File: src/rtl/core_wb_arbiter_pkg.sv
// core_wb_arbiter_pkg
//   Shared widths and FSM state encodings for the register-file write-port
//   arbiter. The width and state-encoding macros normally come from the
//   core's defines; fallback definitions are provided here so the slice
//   builds on its own.
//   No ports (package only).

`ifndef CPU_RFIDX_WIDTH
`define CPU_RFIDX_WIDTH 5
`endif
`ifndef OPERAND_WIDTH
`define OPERAND_WIDTH 32
`endif
`ifndef WBARB_EMPTY
`define WBARB_EMPTY 2'd0
`endif
`ifndef WBARB_WAIT
`define WBARB_WAIT 2'd1
`endif
`ifndef WBARB_DRAIN
`define WBARB_DRAIN 2'd2
`endif

package core_wb_arbiter_pkg;

    localparam int RFIDX_W = `CPU_RFIDX_WIDTH;
    localparam int OPND_W  = `OPERAND_WIDTH;

    typedef enum logic [1:0] {
        ST_EMPTY = `WBARB_EMPTY,
        ST_WAIT  = `WBARB_WAIT,
        ST_DRAIN = `WBARB_DRAIN
    } wbarb_state_e;

endpackage

File: src/rtl/core_wb_arbiter_hold_buf.sv
// wb_hold_buf
//   One-entry register that parks a mul/div result which lost the write
//   port to the WB stage.
//   Ports:
//     clk, rst        clock, synchronous active-high reset (clears valid)
//     load            capture idx_i/data_i and mark the entry valid
//     clear           invalidate the entry (retired or superseded)
//     idx_i, data_i   result to capture
//     valid_o         entry occupied
//     idx_o, data_o   held destination index and data

module wb_hold_buf
    import core_wb_arbiter_pkg::*;
(
    input  logic               clk,
    input  logic               rst,
    input  logic               load,
    input  logic               clear,
    input  logic [RFIDX_W-1:0] idx_i,
    input  logic [OPND_W-1:0]  data_i,
    output logic               valid_o,
    output logic [RFIDX_W-1:0] idx_o,
    output logic [OPND_W-1:0]  data_o
);

    logic               valid_d, valid_q;
    logic [RFIDX_W-1:0] idx_d, idx_q;
    logic [OPND_W-1:0]  data_d, data_q;

    always_comb begin
        valid_d = valid_q;
        idx_d   = idx_q;
        data_d  = data_q;
        if (load) begin
            valid_d = 1'b1;
            idx_d   = idx_i;
            data_d  = data_i;
        end else if (clear) begin
            valid_d = 1'b0;
        end
    end

    // Only the valid bit needs reset; payload is meaningless while invalid.
    always_ff @(posedge clk) begin
        if (rst) begin
            valid_q <= 1'b0;
        end else begin
            valid_q <= valid_d;
        end
        idx_q  <= idx_d;
        data_q <= data_d;
    end

    assign valid_o = valid_q;
    assign idx_o   = idx_q;
    assign data_o  = data_q;

endmodule

File: src/rtl/core_wb_arbiter.sv
// core_wb_arbiter
//   Shares the single integer register-file write port between the in-order
//   WB stage and the mul/div completion path. A mul/div result that collides
//   with a pipeline write is parked in a one-entry hold buffer and retired in
//   the next free slot; after MAX_WAIT busy cycles WB is stalled for exactly
//   one cycle to force it out.
//   Ports:
//     clk, rst                        clock, synchronous active-high reset
//     pipe_wen_i/idx_i/data_i         WB stage write request (zero latency)
//     md_valid_i/idx_i/data_i         mul/div result, taken on valid&&ready
//     md_ready_o                      arbiter can accept a mul/div result
//     pipe_stall_o                    WB write suppressed; WB must hold
//     rf_wen_o/idx_o/data_o           register-file write port
//     hold_valid_o/hold_idx_o         hold buffer status for decode hazards

module core_wb_arbiter
    import core_wb_arbiter_pkg::*;
#(
    parameter int unsigned MAX_WAIT = 4,
    parameter int unsigned CNT_W    = 3
) (
    input  logic               clk,
    input  logic               rst,
    input  logic               pipe_wen_i,
    input  logic [RFIDX_W-1:0] pipe_idx_i,
    input  logic [OPND_W-1:0]  pipe_data_i,
    input  logic               md_valid_i,
    input  logic [RFIDX_W-1:0] md_idx_i,
    input  logic [OPND_W-1:0]  md_data_i,
    output logic               md_ready_o,
    output logic               pipe_stall_o,
    output logic               rf_wen_o,
    output logic [RFIDX_W-1:0] rf_idx_o,
    output logic [OPND_W-1:0]  rf_data_o,
    output logic               hold_valid_o,
    output logic [RFIDX_W-1:0] hold_idx_o
);

    localparam logic [CNT_W-1:0] CNT_LAST = CNT_W'(MAX_WAIT - 1);

    wbarb_state_e       state_d, state_q;
    logic [CNT_W-1:0]   cnt_d, cnt_q;

    logic               hb_load, hb_clear, hb_valid;
    logic [RFIDX_W-1:0] hb_idx;
    logic [OPND_W-1:0]  hb_data;

    logic               slot_busy;
    logic               md_ready, stall, wen;
    logic [RFIDX_W-1:0] wr_idx;
    logic [OPND_W-1:0]  wr_data;

    // x0 writes are architecturally dead, so they never occupy the port.
    assign slot_busy = pipe_wen_i && (pipe_idx_i != '0);

    always_comb begin
        state_d  = state_q;
        cnt_d    = cnt_q;
        hb_load  = 1'b0;
        hb_clear = 1'b0;
        md_ready = 1'b0;
        stall    = 1'b0;
        wen      = slot_busy;
        wr_idx   = pipe_idx_i;
        wr_data  = pipe_data_i;

        unique case (state_q)
            ST_EMPTY: begin
                md_ready = 1'b1;
                if (md_valid_i && (md_idx_i != '0)) begin
                    if (!slot_busy) begin
                        wen     = 1'b1;
                        wr_idx  = md_idx_i;
                        wr_data = md_data_i;
                    end else if (pipe_idx_i != md_idx_i) begin
                        // Same-index collision drops md: WB is younger.
                        hb_load = 1'b1;
                        cnt_d   = '0;
                        state_d = ST_WAIT;
                    end
                end
            end
            ST_WAIT: begin
                if (slot_busy && (pipe_idx_i == hb_idx)) begin
                    hb_clear = 1'b1;
                    state_d  = ST_EMPTY;
                end else if (!slot_busy) begin
                    wen      = 1'b1;
                    wr_idx   = hb_idx;
                    wr_data  = hb_data;
                    hb_clear = 1'b1;
                    state_d  = ST_EMPTY;
                end else if (cnt_q == CNT_LAST) begin
                    state_d = ST_DRAIN;
                end else begin
                    cnt_d = cnt_q + CNT_W'(1);
                end
            end
            ST_DRAIN: begin
                stall    = 1'b1;
                wen      = 1'b1;
                wr_idx   = hb_idx;
                wr_data  = hb_data;
                hb_clear = 1'b1;
                state_d  = ST_EMPTY;
            end
            default: begin
                state_d = ST_EMPTY;
            end
        endcase

        if (rst) begin
            hb_load  = 1'b0;
            hb_clear = 1'b0;
        end
    end

    always_ff @(posedge clk) begin
        if (rst) begin
            state_q <= ST_EMPTY;
            cnt_q   <= '0;
        end else begin
            state_q <= state_d;
            cnt_q   <= cnt_d;
        end
    end

    wb_hold_buf u_hold_buf (
        .clk     (clk),
        .rst     (rst),
        .load    (hb_load),
        .clear   (hb_clear),
        .idx_i   (md_idx_i),
        .data_i  (md_data_i),
        .valid_o (hb_valid),
        .idx_o   (hb_idx),
        .data_o  (hb_data)
    );

    // Every output is forced quiet while reset is held.
    always_comb begin
        md_ready_o   = 1'b0;
        pipe_stall_o = 1'b0;
        rf_wen_o     = 1'b0;
        rf_idx_o     = '0;
        rf_data_o    = '0;
        hold_valid_o = 1'b0;
        hold_idx_o   = '0;
        if (!rst) begin
            md_ready_o   = md_ready;
            pipe_stall_o = stall;
            rf_wen_o     = wen;
            rf_idx_o     = wr_idx;
            rf_data_o    = wr_data;
            hold_valid_o = hb_valid;
            hold_idx_o   = hb_idx;
        end
    end

endmodule

File: config.mk
export PLATFORM = sky130hd
export DESIGN_NAME = core_wb_arbiter
export DESIGN_NICKNAME = d
export VERILOG_FILES = /design/src/rtl/core_wb_arbiter_pkg.sv /design/src/rtl/core_wb_arbiter_hold_buf.sv /design/src/rtl/core_wb_arbiter.sv
export SDC_FILE = /design/constraint.sdc
export NUM_CORES = 1
export LEC_CHECK = 0
export BUFFER_PORTS_ARGS = -buffer_cell sky130_fd_sc_hd__buf_2
export CAP_MARGIN = 25
export CORE_UTILIZATION = 48
export DETAILED_ROUTE_END_ITERATION = 12
export PLACE_DENSITY = 0.84
export SETUP_SLACK_MARGIN = 0.02
export SLEW_MARGIN = 20
export SYNTH_ARGS = -nofsm -noshare
export SYNTH_HDL_FRONTEND = slang
export SYNTH_HIERARCHICAL = 1
export SYNTH_SLANG_ARGS = --single-unit
File: constraint.sdc
create_clock -name clk -period 4.8 [get_ports clk]
set_clock_uncertainty 0.1 [all_clocks]
set_input_delay 0.48 -clock clk [delete_from_list [all_inputs] [get_ports clk]]
set_output_delay 0.48 -clock clk [all_outputs]
set_load 0.01 [all_outputs]
==> flow_summary.json, run 1 <==
{
  "status": "finished, final reports clean",
  "post-route-period-util_pct": 73.4,
  "die_h_um": 93.4,
  "finalNonFillerCells": 681,
  "wl_per_cell_um": 15.9,
  "grt_pass1_vias": 3804,
  "antenna_found_initial": 1,
  "syn_area_per_cell_um2": 8.21,
  "ys_top_cells_by_area": "edfxtp_1 (28%), nor3b_2 (10%), a21oi_1 (8.9%)",
  "ys_warn_count": 6,
  "track_usage_pct": 25.0,
  "maxCapViolations": 0,
  "cp.required_ns": 4.22,
  "netlist_area_mm2": 0.00401,
  "wl_met1_um": 4420,
  "hold_path_class": "in2reg",
  "insertion_delay_ns": 0.30,
  "path_clk_slew_ns": 0.08,
  "synth_edf_count": 37,
  "fin_util_pct": 59.6,
  "fin_crit_ns": 3.52,
  "synth_area_leader_cell": "edfxtp_1",
  "crit_path_end_kind": "output pin",
  "syn2layout_area_growth_pct": 17.4,
  "hold_buffers": 0,
  "yosysSeqAreaShare_pct": 30.7,
  "hold_violations": 0,
  "dieArea_mm2": 0.00872,
  "grt_start_max_net_pins": 57,
  "initial_core_util_pct": 50.8,
  "crit_fanout": 26,
  "ys_ff_latch": 43,
  "ir_drop_mv": 0.123,
  "via_per_inst": 5.92,
  "power_density_mw_per_mm2": 211,
  "rsz0062_at_grt": "no",
  "dpl.cell_count": 671,
  "clockBufferDepth": 2,
  "critical_path_arrival_ns": 2.94,
  "drtPass1Iterations": 5,
  "hpwl_um": 7330,
  "overflow": 0,
  "drive_gt1_share_pct": 31.8,
  "synthArstFlopShare_pct": 0,
  "report.final.slew_viol_count": 0,
  "antenna_left": 0,
  "power.leakage_nw": 1.81,
  "synthCells": 488,
  "cts_buffers": 5,
  "cts-root-buf": "clkbuf_8",
  "ioPinCount": 124,
  "drt-total-wl_um": 10900,
  "worstSetupPathType": "in2out",
  "setup_viol": 0,
  "post_synth_num_cell_types": 43,
  "final_nets": 661,
  "grt_pass1_wl_um": 17400,
  "worst_pin_slew_ns": 0.908,
  "num_rows": 32,
  "synth-main-ff-cell": "edfxtp_1",
  "worstSetupStartpointType": "input port",
  "numPortBuffers": 123,
  "met3_length_um": 697,
  "synth.top_cell.area_share_pct": 27.7,
  "drt_first_iter_violations": 345,
  "top_layer_used": "met4",
  "tritoncts": "built",
  "drc_errors": 0,
  "htreeDepth": 2,
  "cts_num_sinks": 43,
  "coreArea_mm2": 0.00789,
  "routabilityCongestion": 0.839,
  "syn_nets": 572,
  "cts-resized-gates": 0,
  "max-slew-margin-rel_pct": 39.5,
  "wl_met2_um": 5550,
  "totalNegativeSetupSlack_ns": 0,
  "fmax_mhz": 284,
  "post_cts_buffers": 0,
  "vias": 4031,
  "die_w_um": 93.4
}
==> flip-flops by register name, indices dropped and copies added (netlist names) <==
signal              count
u_hold_buf/idx_o        5
cnt_q                   3
u_hold_buf/valid_o      1
state_q                 2
u_hold_buf/data_o      32
==> report_power, final <==
part / switching (mW) / leakage (nW) / internal, mW
clock network: 0.130 / 0.0556 / 0.153
logic: 0.159 / 1.37 / 0.126
registers: 0.00713 / 0.387 / 0.419
==> cells in the mapped netlist (2+ instances only) <==
library cell	n
a211oi_1	2
dfxtp_1	6
nor2_1	10
xor2_1	7
nand3_1	2
ha_1	6
nor3b_2	33
o21ai_0	34
edfxtp_1	37
a222oi_1	5
and2_1	29
or4_4	2
nor3b_1	2
a22o_1	34
buf_2	6
nand2_1	71
nand2b_1	9
a21oi_1	71
o21ai_1	39
inv_1	5
nor3_1	2
buf_6	8
clkbuf_1	31
and2_0	4
o2bb2ai_1	2
or3_1	2
xnor2_1	3
nor2b_1	9
buf_1	3
==> kinds of logic after synthesis <==
kind of cell               Yosys count  share of synthesized area (%)
AOI/OAI and AO/OA                  199                           30.5
adders and majority gates            6                           1.87
DFF                                 43                           30.7
and+or+nand+nor                    177                           28.1
buffers and inverters               53                           6.65
xor gates and xnor gates            10                           2.18
==> critical path, stage by stage <==
cell and delay [ns]:
buf_2 0.13, or4_4 0.54, o21ai_4 0.22, nand2b_2 0.54, buf_4 0.41, and2_0 0.18, o21ai_1 0.07, a21oi_1 0.19
buf_2 0.15
==> final timing paths <==
path                 start                    end  slack [ns]  cells after the start
min reg2reg       cnt_q[1]               cnt_q[1]        0.39                      2
min          md_data_i[30]  u_hold_buf/data_o[30]        0.26                      1
max            md_idx_i[1]          rf_data_o[31]        1.28                      9
max reg2reg     state_q[1]               cnt_q[1]        2.43                      5
==> per-layer routing <==
layer | global-route usage (%) | vias up
met1 | 30.6 | 1897
li1 | - | 1946
met4 | 8.59 | 0
met2 | 44.3 | 166
met3 | 3.98 | 22
met5 | 0 | -
==> cell usage in the layout, fill, tap and decap left out, types with 8 or more instances in the layout <==
| master | netlist | routed |
|---|---|---|
| a21oi_1 | 71 | 71 |
| nand2b_1 | 9 | 8 |
| nor2_1 | 10 | 10 |
| a22o_1 | 34 | 34 |
| o21ai_0 | 34 | 34 |
| and2_1 | 29 | 29 |
| nor2b_1 | 9 | 9 |
| o21ai_1 | 39 | 39 |
| nor3b_2 | 33 | 34 |
| buf_2 | 6 | 123 |
| edfxtp_1 | 37 | 37 |
| nand2_1 | 71 | 71 |
==> cell type report <==
cell class              instances  area (um^2)
fillers                       704         3180
multi-input cells             392         2540
flip-flops and latches         43         1230
repair buffers                130          681
well taps                     102          128
clock buffers                   5         68.8
clock inverters                 3         38.8
inverters                       5         18.8
diodes                          1         2.50
==> through the flow <==
step	cell area, um^2	total power, mW	hold slack, ns	setup slack [ns]
floorplan	4010	0.616	0.347	0.224
global placement	4570	0.704	0.359	1.31
detailed placement	4570	0.714	0.389	1.26
CTS	4680	0.993	0.257	1.27
global route	4700	1.03	0.257	1.16
finish	4700	0.993	0.262	1.28
(Power assumes the default switching activity.)
==> run 2, diff against run 1 <==
Settings changed: ABC_AREA set to 1, CORE_UTILIZATION 48 to 53, PLACE_DENSITY 0.84 to 0.87.
Clock period 4.8 ns to 3.5 ns, I/O delays scaled along.
==> run 2 against run 1 <==
Against the previous run: sequential cell count stayed put; combinational power rose to 6.5 times the previous value; design area up 2.2%; largest power group is now combinational logic.
==> flow_summary.json, run 2 <==
{
  "max_stage_delay_ns": 0.65,
  "reg2reg_depth": 10,
  "cts_num_sinks": 43,
  "nFillCells": 636,
  "dieArea_mm2": 0.00806,
  "r2r_start": "state_q[1]",
  "worstSetupStartpointType": "flop",
  "setup_ws_ns": 0.692,
  "overflow": 0,
  "synth_edf_count": 37,
  "synthCells": 674,
  "netlist_area_mm2": 0.00408,
  "ys_ff_latch": 43,
  "power.leakage_nw": 2.70,
  "wl_per_cell_um": 13.5,
  "crit_path_start": "state_q[0]",
  "placed_area_mm2": 0.00471,
  "post_synth_num_cell_types": 30,
  "antenna_found_initial": 0,
  "htreeDepth": 2,
  "drt_first_iter_violations": 258,
  "maxCapViolations": 0,
  "clockBufferDepth": 2,
  "drc_errors": 0,
  "crit_fanout": 17,
  "final_common_cell": "nand2_1",
  "ys_top_cells_by_area": "edfxtp_1 (27%), nand2_1 (21%), inv_1 (12%)",
  "worstSetupPathType": "reg2out",
  "ioPinCount": 124,
  "hold_buffers": 0,
  "antenna_left": 0,
  "path_clk_slew_ns": 0.08,
  "track_usage_pct": 29.1,
  "syn_nets": 758,
  "drtPass1Iterations": 5,
  "cts-resized-gates": 0,
  "ff_latch_area_mm2": 0.00123,
  "yosysSeqAreaShare_pct": 30.2,
  "crit_chain": "inv_1 > ha_1 > buf_4 > a21oi_1 > nand2_1 > inv_1 > nand2_1 > nand2_1 > nor2_1 > buf_2",
  "min_delay_path_depth": 1,
  "die_w_um": 89.8,
  "cp_slowest_cell": "ha_1",
  "worst_pin_slew_ns": 0.779,
  "drt-total-wl_um": 11800,
  "rsz0062_at_grt": "no",
  "post_cts_buffers": 0,
  "via_per_inst": 5.33,
  "max-slew-margin-rel_pct": 48.1,
  "synth_area_leader_cell": "edfxtp_1",
  "num_rows": 31,
  "hold_violations": 0,
  "numPortBuffers": 123,
  "vias": 4672,
  "ir_drop_mv": 0.268,
  "crit_path_end_kind": "output pin",
  "critical_path_arrival_ns": 2.36,
  "tritoncts": "built",
  "yosys-top-cells-count": "nand2_1 (229), inv_1 (126), nand3_1 (56)",
  "synth.top_cell.area_share_pct": 27.2,
  "initial_core_util_pct": 55.7,
  "syn2layout_area_growth_pct": 17.7,
  "syn_area_per_cell_um2": 6.06,
  "fmax_mhz": 356,
  "critPathMostFrequentCell": "nand2_1",
  "cp.required_ns": 3.05,
  "setup_viol": 0,
  "reg2reg_slack_ns": 1.38,
  "fin_crit_ns": 2.81,
  "report.final.slew_viol_count": 0,
  "ys_warn_count": 6,
  "multi_input_area_mm2": 0.00216,
  "grt_pass1_vias": 4401,
  "coreArea_mm2": 0.00733,
  "finish.instance_area_mm2": 0.00481,
  "insertedDiodeCount": 0,
  "insertion_delay_ns": 0.29,
  "post-route-period-util_pct": 80.2,
  "synth-main-ff-cell": "edfxtp_1",
  "final_nets": 860,
  "r2r_end": "cnt_q[0]",
  "synthArstFlopShare_pct": 0,
  "totalNegativeSetupSlack_ns": 0,
  "hp-start": "md_data_i[3]",
  "largest_reg_flops": 32,
  "die_h_um": 89.8,
  "grt_pass1_wl_um": 19600,
  "most-common-layout-cells": "nand2_1 (229), inv_1 (126), buf_2 (123)",
  "yosysMostFrequentCell": "nand2_1",
  "drive_gt1_share_pct": 21.5,
  "cts-root-buf": "clkbuf_8",
  "cts_buffers": 5,
  "grt_start_max_net_pins": 52,
  "holdPathEnd": "u_hold_buf/data_o[3]",
  "hold_path_class": "in2reg",
  "hpwl_um": 8300,
  "routabilityCongestion": 0.894,
  "power_density_mw_per_mm2": 593,
  "preCtsSetupSlack_ns": 0.897,
  "status": "finished, final reports clean"
}
run 2: power breakdown:
part,total (mW),switching [mW],internal (mW),leakage [nW]
clock network,0.351,0.171,0.180,0.0515
registers,0.651,0.0330,0.618,0.386
logic,1.85,1.18,0.671,2.26
run 2: final cells by class:
cell class,count,share of cell area [%]
inverter,129,10.1
tap,99,2.58
multi-input combinational,464,45.0
timing repair buffer,133,14.6
clock buffer,8,2.08
sequential,43,25.6
run 2: routing by layer:
layer	global-route usage [%]	up-vias	routed length [um]
li1	-	2293	-
met1	36.2	2100	4770
met2	50.6	249	5840
met3	3.55	30	908
met4	12.4	0	292
met5	0	-	0
run 2: logic make-up after synthesis:
family,count (synthesis),share of synthesized area (%)
compound gates,108,15.3
buf+inv,167,17.2
flops,43,30.2
simple gates,345,34.4
xor+xnor,5,1.07
fa+ha+maj,6,1.84
run 2: worst max-delay path by stage:
| stage | to | slack [ns] |
|---|---|---|
| after floorplan | u_hold_buf/data_o[0] | 0.38 |
| after global placement | rf_data_o[14] | 0.96 |
| after detailed placement | rf_data_o[21] | 0.90 |
| after CTS | rf_data_o[21] | 0.72 |
| after global routing | rf_data_o[21] | 0.49 |
| final | rf_data_o[4] | 0.69 |
run 2: through the flow:
step                std cells  total power [mW]  util [%]  hold WS (ns)
CTS                       876              2.83      65.6         0.139
floorplan                 674              1.97         -         0.312
detailed placement        868              2.48      64.2         0.380
global placement          868              2.42      64.2         0.357
global route              876              3.09      65.6         0.131
finish                    876              2.85      65.6         0.140
run 2: critical path: cells and delay by family, from the launching register on:
| family | cells | cell delay (ns) |
|---|---|---|
| flip-flops | 1 | 0.33 |
| adder cells (fa/ha/maj) | 1 | 0.65 |
| buffers and inverters | 4 | 0.66 |
| AO/OA/AOI/OAI | 1 | 0.10 |
| AND/OR/NAND/NOR | 4 | 0.31 |
==> run 3, diff against run 2 <==
Settings changed: ABC_AREA 1 to 0.
Clock period 3.5 ns to 2.95 ns, I/O delays scaled along.
==> run 3 against run 2 <==
Against the previous run: clock power up 9.4%; die area down 1.8%; sequential power up 6.5%; first-iteration DRC count up 6.6%; sequential share of layout area up 0.16 points; core utilization down 0.063 points; combinational power down 74%; sequential cell count unchanged; count of clock-buffer cells in the layout down 2; global-route usage down 1.8 points; total power down 45%; worst hold slack worse by 0.069 ns.
==> flow_summary.json, run 3 (synthesis gave the netlist of run 1 again) <==
{
  "drive_gt1_share_pct": 32.4,
  "grt-busiest-layer": "met2",
  "antenna_left": 0,
  "ir_drop_mv": 0.187,
  "die_h_um": 89.0,
  "preCtsSetupSlack_ns": 0.173,
  "clockBufferDepth": 2,
  "report.final.slew_viol_count": 0,
  "ioPinCount": 124,
  "drtPass1Iterations": 5,
  "hold_buffers": 0,
  "final_nets": 666,
  "drt-total-wl_um": 11100,
  "insertion_delay_ns": 0.30,
  "wl_per_cell_um": 16.2,
  "hold_path_class": "in2reg",
  "maxCapViolations": 0,
  "max-slew-margin-rel_pct": 54.3,
  "worstSetupPathType": "reg2out",
  "routabilityCongestion": 0.840,
  "path_clk_slew_ns": 0.09,
  "track_usage_pct": 27.3,
  "multi_input_area_mm2": 0.00255,
  "fin_crit_ns": 2.72,
  "setup_ws_ns": 0.228,
  "rsz0062_at_grt": "no",
  "via_per_inst": 6.02,
  "initial_core_util_pct": 55.0,
  "syn2layout_area_growth_pct": 19.2,
  "worst_pin_slew_ns": 0.685,
  "crit_fanout": 44,
  "most-common-layout-cells": "buf_2 (123), a21oi_1 (71), nand2_1 (71)",
  "cts-resized-gates": 0,
  "insertedDiodeCount": 0,
  "status": "finished, final reports clean",
  "antenna_found_initial": 0,
  "use_met3_pct": 4.52,
  "use_met1_pct": 33.2,
  "final_common_cell": "buf_2",
  "drt_first_iter_violations": 275,
  "dieArea_mm2": 0.00792,
  "fin_util_pct": 65.5,
  "cts-root-buf": "clkbuf_8",
  "coreArea_mm2": 0.00729,
  "crit_path_end_kind": "output pin",
  "grt_start_max_net_pins": 56,
  "largest_reg_flops": 32,
  "numPortBuffers": 123,
  "cp.required_ns": 2.56,
  "drc_errors": 0,
  "cts_buffers": 5,
  "setup_viol": 0,
  "fmax_mhz": 367,
  "die_w_um": 89.0,
  "grt_pass1_wl_um": 16900,
  "cts_num_sinks": 43,
  "post-route-period-util_pct": 92.3,
  "htreeDepth": 2,
  "vias": 4104,
  "ff_latch_area_mm2": 0.00123,
  "nFillCells": 631,
  "hold_violations": 0,
  "num_rows": 31,
  "overflow": 0,
  "totalNegativeSetupSlack_ns": 0,
  "power.leakage_nw": 1.85,
  "grtUsageMet2_pct": 48.1,
  "whs_ns": 0.0712,
  "critical_path_arrival_ns": 2.33,
  "grt_pass1_vias": 3674,
  "power_density_mw_per_mm2": 326,
  "hpwl_um": 7400,
  "post_cts_buffers": 0,
  "total_power_mw": 1.56,
  "tritoncts": "built",
  "worstSetupStartpointType": "flop"
}
run 3: cell count changes in the layout (fill, tap and decap cells not counted), moves of 12 or more:
cell	delta
a21oi_1	+16
a21oi_2	-12
a22o_1	+34
and2_1	+29
inv_1	-121
nand2_1	-158
nand3_1	-54
nor2_1	-39
nor3b_2	+33
o211ai_1	-12
o21ai_0	+20
o21ai_1	+27
run 3: through the flow:
step	area, um^2	instances
6_report	4780	682
5_1_grt	4780	682
4_1_cts	4740	681
3_5_place_dp	4650	673
3_3_place_gp	4650	673
2_1_floorplan	4020	488
run 3: final cells by class:
| class | count | area share (%) |
|---|---|---|
| clock inverters | 2 | 0.262 |
| clock buffers | 6 | 1.52 |
| inverters | 5 | 0.393 |
| well taps | 99 | 2.59 |
| repair buffers | 135 | 16.0 |
| flip-flops and latches | 43 | 25.8 |
| multi-input cells | 392 | 53.5 |
run 3: layer usage:
layer | vias up | routed length, um
li1 | 1958 | -
met1 | 1916 | 4450
met2 | 198 | 5610
met3 | 32 | 717
met4 | 0 | 284
met5 | - | 0
run 3: worst max-delay path, stage by stage, from the launching register on:
cell and delay [ns]:
dfxtp_1 0.43, ha_4 0.45, buf_4 0.51, nand2_1 0.11, o21ai_0 0.10, a21oi_1 0.06
a21oi_1 0.19, buf_2 0.16
run 3: path summary, 6_finish.rpt:
path,cells past startpoint,start,endpoint,slack [ns]
worst min register to register,2,cnt_q[1],cnt_q[1],0.38
worst min-delay path,1,md_data_i[10],u_hold_buf/data_o[10],0.07
worst max register to register,6,cnt_q[0],cnt_q[0],0.81
worst max-delay path,7,state_q[0],rf_data_o[18],0.23
run 3: power breakdown:
part | leakage, nW | switching, mW | internal, mW
logic | 1.42 | 0.267 | 0.216
registers | 0.387 | 0.0113 | 0.681
clock network | 0.0412 | 0.218 | 0.166
